===== src/rtl/fetch_ctrl.sv =====
// Instruction-fetch sequencer: owns the PC, issues held imem requests and
// buffers one fetched word toward decode with a valid/ready handshake.
module fetch_ctrl #(
  parameter logic [31:0] RESET_PC   = 32'h0000_0000,
  parameter logic [31:0] ADDR_LIMIT = 32'h0000_0400
) (
  input  logic        clk,
  input  logic        rst,
  input  logic        redirect_valid,
  input  logic [31:0] redirect_pc,
  input  logic        imem_ready,
  input  logic [31:0] imem_rdata,
  input  logic        if_ready,
  output logic [31:0] pc_out,
  output logic        inst_ce,
  output logic        if_valid,
  output logic [31:0] if_inst,
  output logic [31:0] if_pc,
  output logic        halted
);

  typedef enum logic [1:0] {IDLE, REQ, HALT} state_e;

  state_e      state_q, state_d;
  logic [31:0] pc_q, pc_d;
  logic [31:0] inst_q, inst_d;
  logic [31:0] ipc_q, ipc_d;
  logic        valid_q, valid_d;
  logic        halted_q, halted_d;

  logic [31:0] target;
  logic [32:0] pc_inc;
  logic        accept;
  logic        consume;

  assign target  = {redirect_pc[31:2], 2'b00};
  // 33-bit sum so a wrap past 2^32 still counts as reaching the limit
  assign pc_inc  = {1'b0, pc_q} + 33'd4;
  assign inst_ce = (state_q == REQ) && (!valid_q || if_ready);
  assign accept  = inst_ce && imem_ready;
  assign consume = valid_q && if_ready;

  always_comb begin
    state_d = state_q;
    pc_d    = pc_q;
    inst_d  = inst_q;
    ipc_d   = ipc_q;
    valid_d = valid_q;
    if (redirect_valid) begin
      pc_d    = target;
      valid_d = 1'b0;
      state_d = (target >= ADDR_LIMIT) ? HALT : REQ;
    end else begin
      unique case (state_q)
        IDLE: state_d = (pc_q >= ADDR_LIMIT) ? HALT : REQ;
        REQ: begin
          if (accept) begin
            inst_d  = imem_rdata;
            ipc_d   = pc_q;
            valid_d = 1'b1;
            pc_d    = pc_inc[31:0];
            if (pc_inc >= {1'b0, ADDR_LIMIT}) state_d = HALT;
          end else if (consume) begin
            valid_d = 1'b0;
          end
        end
        HALT: if (consume) valid_d = 1'b0;
        default: state_d = IDLE;
      endcase
    end
    halted_d = (state_d == HALT);
  end

  always_ff @(posedge clk) begin
    if (rst) begin
      state_q  <= IDLE;
      pc_q     <= RESET_PC;
      inst_q   <= '0;
      ipc_q    <= '0;
      valid_q  <= 1'b0;
      halted_q <= 1'b0;
    end else begin
      state_q  <= state_d;
      pc_q     <= pc_d;
      inst_q   <= inst_d;
      ipc_q    <= ipc_d;
      valid_q  <= valid_d;
      halted_q <= halted_d;
    end
  end

  assign pc_out   = pc_q;
  assign if_valid = valid_q;
  assign if_inst  = inst_q;
  assign if_pc    = ipc_q;
  assign halted   = halted_q;

endmodule


===== config.mk =====
export PLATFORM = sky130hd
export DESIGN_NAME = fetch_ctrl
export DESIGN_NICKNAME = d
export VERILOG_FILES = /design/src/rtl/fetch_ctrl.sv
export SDC_FILE = /design/constraint.sdc
export NUM_CORES = 1
export LEC_CHECK = 0
export BUFFER_PORTS_ARGS = -buffer_cell sky130_fd_sc_hd__clkbuf_2
export CORE_ASPECT_RATIO = 2
export CORE_MARGIN = 5
export CORE_UTILIZATION = 25
export DETAILED_ROUTE_END_ITERATION = 12
export PLACE_DENSITY = 0.46
export SLEW_MARGIN = 5
export SYNTH_ARGS = -nofsm -noshare
export SYNTH_HDL_FRONTEND = slang
export SYNTH_SLANG_ARGS = --single-unit
export TNS_END_PERCENT = 1

===== constraint.sdc =====
create_clock -name clk -period 2.3 [get_ports clk]
set_input_delay 0.46 -clock clk [delete_from_list [all_inputs] [get_ports clk]]
set_output_delay 0.46 -clock clk [all_outputs]
set_load 0.01 [all_outputs]

# After elaboration in Yosys (flattened, before gate mapping)
# Index checks and enable logic that the tools add are counted.
totals:
  out_inout_bits: 99
  word_cells: 40
  inputBits: 69
  reg_bits: 100
classes:
  n_eq_ne: 3
  n_lt_le_gt_ge: 3
  muxes: 12
  n_reduce_logical: 13
  addsub: 1
  bitwise_logic: 1
ops:
  columns: ["cell", "n"]
  rows:
  - ["2-to-1 mux 32 bit", 3]
  - ["greater-or-equal comparator 32 x 11 -> 1 bit, second input constant", 2]
  - ["adder 32 x 3 -> 33 bit, second input constant", 1]
  - ["greater-or-equal comparator 33 x 11 -> 1 bit, second input constant", 1]
  - ["2-to-1 mux 2 bit", 5]
  - ["case mux 2 bit (3 select lines)", 1]
  - ["nonzero test 2 bit", 3]
  - ["equality test 2 bit, second input constant", 2]
  - ["AND reduction 2 bit", 2]
  - ["logical AND 1 bit", 3]
  - ["AND reduction 3 bit", 1]
  - ["equality test 2 x 1 -> 1 bit, second input constant", 1]
  - ["zero test 2 bit", 1]
  - ["2-to-1 mux 1 bit", 2]
  - ["case mux 1 bit (2 select lines)", 1]
  - ["OR reduction 2 bit", 1]
  - ["zero test 1 bit", 1]
  - ["logical OR 1 bit", 1]
  - ["NOT 1 bit", 1]

# Logic depth before layout (Yosys ltp)
# Gate-level depths: netlist of run 1.
logic_depth:
  word_depth: 8
  ltp_mapped: 10
  depth_no_buf: 9

# Worst setup path before layout of run 1
# Ideal clock, no wire load.
synth_timing:
  path_kind: "reg-to-reg"
  from: "register pc_q[4], in the netlist pc_out[4]"
  to: "register pc_q[27], in the netlist pc_out[27]"
  required_ns: 2.221
  setup_slack_ns: -0.226
  setup_time_ns: 0.079
  t_arrival_ns: 2.447
  path_stages_with_launch: 8
  path_buffers: 1
  path_cell_list: "dfxtp_1 -> nand4_4 -> or4_1 -> buf_2 -> or3_4 -> or4_1 -> xor2_1 -> a211oi_2"
synth_via:
  elab_chain_len: 4
synth_lines:
  columns: ["element", "line", "text"]
  rows:
  - ["from (decl)", "25", "logic [31:0] pc_q, pc_d;"]
  - ["from (signal assigned)", "84", "pc_q <= pc_d;"]
  - ["adder 32 x 3 -> 33 bit", "38", "assign pc_inc = {1'b0, pc_q} + 33'd4;"]
  - ["2-to-1 mux 32 bit", "57", "if (accept) begin"]
  - ["2-to-1 mux 32 bit", "54", "unique case (state_q)"]
  - ["2-to-1 mux 32 bit", "49", "if (redirect_valid) begin"]
# Every way passes these cells. The select of a mux whose other input is x is not followed.
# A chain may end at the register's enable or synchronous reset.

# Final worst setup path of run 1
layout_timing:
  from: "register pc_q[3], in the netlist pc_out[3]"
  to: "register halted_q, in the netlist halted"
layout_via:
  elab_chain_len: 7
  word_cells_on_any_way: 9
layout_lines:
  columns: ["element", "line", "text"]
  rows:
  - ["adder 32 x 3 -> 33 bit", "38", null]
  - ["greater-or-equal comparator 33 x 11 -> 1 bit", "62", "if (pc_inc >= {1'b0, ADDR_LIMIT}) state_d = HALT;"]
  - ["2-to-1 mux 2 bit", "62", null]
  - ["2-to-1 mux 2 bit", "57", null]
  - ["case mux 2 bit (3 select lines) (*)", "54", null]
  - ["2-to-1 mux 2 bit (*)", "49", null]
  - ["equality test 2 bit (*)", "71", "halted_d = (state_d == HALT);"]
  - ["to (signal assigned)", "88", "halted_q <= halted_d;"]
  - ["to (decl)", "29", "logic halted_q, halted_d;"]
# Mark *: on every way between the ends. The rest lies on a longest branch, timed or not.

==> results of run 1 <==
## placed cells by master, fill, tap and decap left out, drive strengths merged, types with 4 or more instances in the layout
cell type / instances
clkbuf: 170
nand2: 156
dfxtp: 96
buf: 87
a21oi: 85
nor2: 54
xor2: 24
nand4: 22
xnor2: 16
nand3: 14
nor3: 14
inv: 12
nor4: 9
a211oi: 7
ha: 7
or3: 7
mux2i: 6
and2: 4
and4: 4
conb: 4
## worst min-delay path by stage
stage | startpoint | endpoint | depth (start not counted) | slack, ps
CTS | imem_rdata[31] | if_inst[31] | 3 | 300
detailed placement | if_inst[28] | if_inst[28] | 2 | 450
global placement | if_inst[11] | if_inst[11] | 2 | 440
floorplan | if_pc[23] | if_pc[23] | 2 | 480
finish | imem_rdata[24] | if_inst[24] | 3 | 310
global route | imem_rdata[19] | if_inst[19] | 3 | 310
## kinds of logic after synthesis
kind of cell	count (synthesis)	synth area share, %
other	1	0.07893
adders and majority gates	7	1.843
DFF	96	40.45
xor gates and xnor gates	40	7.374
AOI/OAI and AO/OA	112	13.33
muxes	8	1.738
and+or+nand+nor	292	27.57
buffers and inverters	64	7.611
## layout make-up
type	instances	area share [%]
clock inverter	6	1.127
inverter	9	0.5072
timing repair buffer	247	22.39
tap	255	4.791
sequential	96	29.36
clock buffer	10	3.438
multi-input combinational	463	38.38
## routing by layer
layer | up-vias | global-route usage (%) | wire [um]
met4 | 0 | 11.96 | 1227
met1 | 2323 | 15.92 | 6482
met3 | 53 | 1.924 | 602
met5 | - | 0 | 0
li1 | 2500 | - | -
met2 | 153 | 31.79 | 10230
## worst max-delay path: cells and delay by family, from the launching register on
family	cells	cell delay [ps]
muxes	1	340
AOI/OAI and AO/OA	2	320
DFF	1	370
and+or+nand+nor	5	1100
buffers and inverters	1	150
## sequential cells by signal, indices dropped and copies added, names as in the netlist
name      flops
pc_out       30
if_pc        30
halted        1
state_q       2
if_valid      1
if_inst      32
## cell usage after synthesis (all sizes together)
| master | number |
|---|---|
| a31oi | 3 |
| nand2b | 1 |
| ha | 7 |
| nand2 | 156 |
| and4 | 4 |
| a211oi | 7 |
| nand4b | 1 |
| clkdlybuf4s50 | 1 |
| a32oi | 1 |
| nor2b | 2 |
| or3 | 7 |
| o21a | 2 |
| o311ai | 1 |
| nor2 | 54 |
| nand4 | 22 |
| o31ai | 1 |
| a31o | 1 |
| and3 | 2 |
| buf | 22 |
| mux2i | 6 |
| nor4 | 9 |
| xnor2 | 16 |
| a41oi | 2 |
| conb | 1 |
| or4 | 2 |
| o21ai | 3 |
| and2 | 4 |
| mux2 | 2 |
| o211ai | 2 |
| dfxtp | 96 |
| clkbuf | 32 |
| a311oi | 3 |
| nor3 | 14 |
| xor2 | 24 |
| inv | 9 |
| nand3 | 14 |
| o41ai | 1 |
| a21oi | 85 |
## where the power goes
part	switching (uW)	internal, uW	total, uW	leakage, uW
Clock	729	862	1590	0.000146
Combinational	262	200	461	0.00183
Sequential	41.2	1700	1740	0.000787
## what timing repair did
action	in CTS	in global routing
buffers inserted	1	0
setup endpoints to repair	4	5
gates resized for setup	9	6
pin swaps	9	5
## through the flow
step	setup TNS [ps]	hold WS (ps)	total power (uW)	cells	setup WS, ps
after CTS	-96.92	296.1	3843	1086	-74.05
final	-31.64	309.4	3788	1086	-31.64
after global routing	-277.8	308.2	3944	1086	-132.3
after floorplan	-230.1	478.4	2016	623	-102.4
after global placement	-429.4	443.3	2234	1069	-193.8
after detailed placement	-624.7	445.6	2235	1069	-255.3
==> flow_summary.yaml, run 1 <==
run_status:
  status: "complete, but fails checks"
  failed_checks: "negative setup slack"
clocking:
  cts_htree_levels: 3
  clock-sinks: 96
  clockRootBuffer: "clkbuf_16"
  cts_tree: "built"
  insertion_delay_ps: 360
  clk_pin_slew_ps: 70
  cts_buffers: 9
  postCtsHoldBufs: 0
  clockBufferDepth: 2
pwr:
  peakVddDrop_uv: 336.1
  p_per_area_mw_per_mm2: 568.8
  leakage_uw: 0.002766
worst_setup_path:
  worstPathRequired_ps: 2610
  r2r-start: "pc_out[3]"
  cp.arrival_ps: 2640
  crit_path_frequent_cell: "nor3_2"
  crit_path_top_delay_cell: "or4_4"
  crit_path_end: "halted"
  critPathLaunch: "pc_out[3]"
  r2r.worst_path.cells: 9
  critical_path_class: "register to register"
  critPathCaptureType: "register"
  r2r-end: "halted"
  path_cells: "nand4_4, or4_4, nor3_2, mux2_2, o211ai_1, nor3_2, buf_4, o31ai_2, and2_1"
  crit_fanout: 5
  max_stage_delay_ps: 580
  rrSetupSlack_ps: -30
  worst_setup_path_start_kind: "register"
yosys:
  synth.distinct_cells: 47
  ys_seq_elements: 96
  yosysSeqAreaShare_pct: 40.45
  yosysTopAreaCell: "dfxtp_1"
  netlist_top_cells_area: "dfxtp_1, nand2_1, a21oi_1"
  ys_warn_count: 0
  syn_area_per_cell_um2: 7.663
  synth_top_area_share_pct: 40.45
  syn_inst: 620
  syn-cell-area_mm2: 0.004751
global_route:
  grt_max_degree: 33
  grt.overflow.total: 0
  grt_first_pass_wirelength_um: 27790
  grt_pass1_vias: 5032
  antenna_found_initial: 0
  grt_usage_pct: 16.64
finish:
  synthToLayoutAreaGrowth_pct: 40.19
  antennaDiodeCount: 0
  fin_area_mm2: 0.006660
  fillers: 2093
  nets: 902
  drive_gt1_share_pct: 36.10
  utilization_pct: 35.53
  multi_input_area_mm2: 0.002556
  area.sequential_mm2: 0.001956
timing:
  grt_setup_unrepaired: "yes"
  slew_viol_final: 0
  max_freq_mhz: 428.9
  finalCritPeriodShare_pct: 101.4
  finalHoldViolCount: 0
  final-setup-viol-count: 1
  period_needed_ps: 2332
  maxSlewHeadroom_pct: 56.91
  timing.clock.skew_ps: 10.74
  worstMarginPinSlew_ps: 643.6
  fin_ws_ps: -31.64
place:
  place_congestion: 0.8708
  hpwl_um: 14800
  io_buffers: 161
  place_area_mm2: 0.006285
die:
  die_x_um: 107.5
  initial_core_util_pct: 25.35
  coreArea_mm2: 0.01874
  die_area_mm2: 0.02203
  die_h_um: 205.0
  io-pin-count: 168
  fp-row-count: 71
detailed_routing:
  ant_nets: 0
  avgRoutedWirePerCell_um: 17.08
  wl_um: 18550
  drt_iter0_drc: 236
  num_vias: 5029
  dr.pass1.iters: 4
  drc_errors: 0
  viasPerCell: 4.631
min_path:
  hp-class: "primary input to register"
job:
  drv_cap: 0
Note: power is estimated with default switching activity, not from simulation.
==> inputs of run 2 (changes only) <==
--- a/config.mk
+++ b/config.mk
@@ -7,5 +7,4 @@
 export LEC_CHECK = 0
 export BUFFER_PORTS_ARGS = -buffer_cell sky130_fd_sc_hd__clkbuf_2
-export CORE_ASPECT_RATIO = 2
 export CORE_MARGIN = 5
 export CORE_UTILIZATION = 25
==> constraint.sdc (replaced) <==
create_clock -name clk -period 2.3 [get_ports clk]
set_input_delay 0.46 -clock clk [delete_from_list [all_inputs] [get_ports clk]]
set_output_delay 0.46 -clock clk [all_outputs]
set_load 0.1 [all_outputs]
==> run 2 against run 1 <==
  * The flow still finishes with violations (negative setup slack)
  * Highest routed layer unchanged
  * Sequential share of layout area is 1.2 points higher
  * Power is 5.1% higher
  * Largest cell class unchanged
  * Setup slack improved by 27 ps
  * Critical endpoint unchanged
  * First-iteration DRC count fell by 4.2%
  * Hold slack better by 3.2 ps
  * Largest power group unchanged
  * Clock power barely moved
  * Die area fell by 0.76%
  * Final area down 2.2%
==> flow_summary.yaml, run 2 (synthesis gave the netlist of run 1 again) <==
timing:
  max_freq_mhz: 433.9
  final-setup-viol-count: 1
  grt_setup_unrepaired: "yes"
  worstMarginPinSlew_ps: 567.4
  final.setup.tns_ps: -4.794
  maxSlewHeadroom_pct: 62.34
  period_needed_ps: 2305
  finalHoldViolCount: 0
  finalCritPeriodShare_pct: 100.2
  fin_ws_ps: -4.794
  timing.clock.skew_ps: 17.25
  slew_viol_final: 0
place:
  pre_cts_ws_ps: -119.6
  hpwl_um: 12420
  io_buffers: 161
  dpl.cell_count: 1028
  place_congestion: 0.8605
global_route:
  grt.overflow.total: 0
  antenna_found_initial: 0
  met1_usage_pct: 19.52
  grt_usage_pct: 14.91
  met2_usage_pct: 24.39
  grt.busiest_layer: "met2"
  grt_max_degree: 68
  grtUsageMet3_pct: 3.771
  grt_pass1_vias: 4712
  grt_first_pass_wirelength_um: 26050
die:
  die_area_mm2: 0.02186
  coreArea_mm2: 0.01871
  initial_core_util_pct: 25.40
  die_x_um: 147.9
  die_h_um: 147.9
  fp-row-count: 50
  io-pin-count: 168
pwr:
  p_per_area_mw_per_mm2: 611.3
  power_uw: 3983
  leakage_uw: 0.002668
  peakVddDrop_uv: 346.7
min_path:
  hp-class: "primary input to register"
finish:
  largest_reg_flops: 32
  utilization_pct: 34.84
  drive_gt1_share_pct: 35.19
  nets: 881
  synthToLayoutAreaGrowth_pct: 37.16
  fin_cells: 1044
  final_common_cell: "clkbuf_2"
  antennaDiodeCount: 0
  final_cell_mix: "clkbuf_2, nand2_1, a21oi_1, dfxtp_1, buf_4"
clocking:
  post_cts_buffers: 0
  clk_pin_slew_ps: 80
  insertion_delay_ps: 360
  clockBufferDepth: 2
  clock-sinks: 96
  cts_htree_levels: 3
  clockRootBuffer: "clkbuf_16"
  postCtsHoldBufs: 0
  cts_tree: "built"
  cts_buffers: 9
job:
  drv_cap: 0
detailed_routing:
  num_vias: 4822
  dr.pass1.iters: 4
  wl_um: 16500
  viasPerCell: 4.619
  avgRoutedWirePerCell_um: 15.81
  drt_iter0_drc: 226
  drc_errors: 0
  ant_nets: 0
worst_setup_path:
  crit_path_top_delay_cell: "or4_4"
  path_cells: "nand4_4, or4_4, mux2i_1, a311oi_1, nand4_1, nor3_2, a41oi_2, and2_1"
  critPathCaptureType: "register"
  critical_path_class: "register to register"
  worstPathRequired_ps: 2560
  max_stage_delay_ps: 570
  worst_setup_path_start_kind: "register"
  crit_fanout: 5
  cp.arrival_ps: 2570
run_status:
  status: "complete, but fails checks"
  failed_checks: "negative setup slack"
==> run 2: per-layer routing <==
metal	vias to the layer above	routed length, um	part of all wire [%]
met5	-	0	0
met1	2216	7711	47
met2	128	7647	46
li1	2461	-	-
met4	0	232	1.4
met3	17	913	5.5
==> run 2: layout make-up <==
cell class | count | area, um^2
Fill cell | 2050 | 12190
Multi-Input combinational cell | 463 | 2546
Sequential cell | 96 | 1992
Timing Repair Buffer | 226 | 1346
Tap cell | 234 | 292.8
Clock buffer | 10 | 229.0
Clock inverter | 6 | 76.32
Inverter | 9 | 33.78
==> run 2: worst max-delay path: cells and delay by family (launching register included) <==
kind,cells,cell delay [ps]
simple gates,5,1280
compound gates,2,430
flops,1,360
mux,1,140
==> run 2: worst paths after layout <==
path,from,endpoint,slack (ps),cells past startpoint
max,pc_out[13],halted,-5,8
min,imem_rdata[15],if_inst[15],310,3
max reg2reg,pc_out[13],halted,-5,8
min reg2reg,if_pc[18],if_pc[18],450,2
==> run 2: power by group <==
part | internal, uW | total [uW] | switching, uW
Combinational | 182 | 668 | 486
Sequential | 1690 | 1730 | 37.7
Clock | 865 | 1590 | 724
Total | 2740 | 3980 | 1250
==> run 2: what timing repair did <==
item | in CTS | in global routing
pin swaps | 2 | 7
setup endpoints to repair | 3 | 7
gates resized for setup | 5 | 5
==> run 2: metrics by stage <==
stage | hold WS [ps] | instance area, um^2
2_1_floorplan | 585.6 | 4855
3_3_place_gp | 442.3 | 6162
3_5_place_dp | 445.8 | 6162
4_1_cts | 292.0 | 6491
5_1_grt | 295.0 | 6516
6_report | 312.7 | 6516
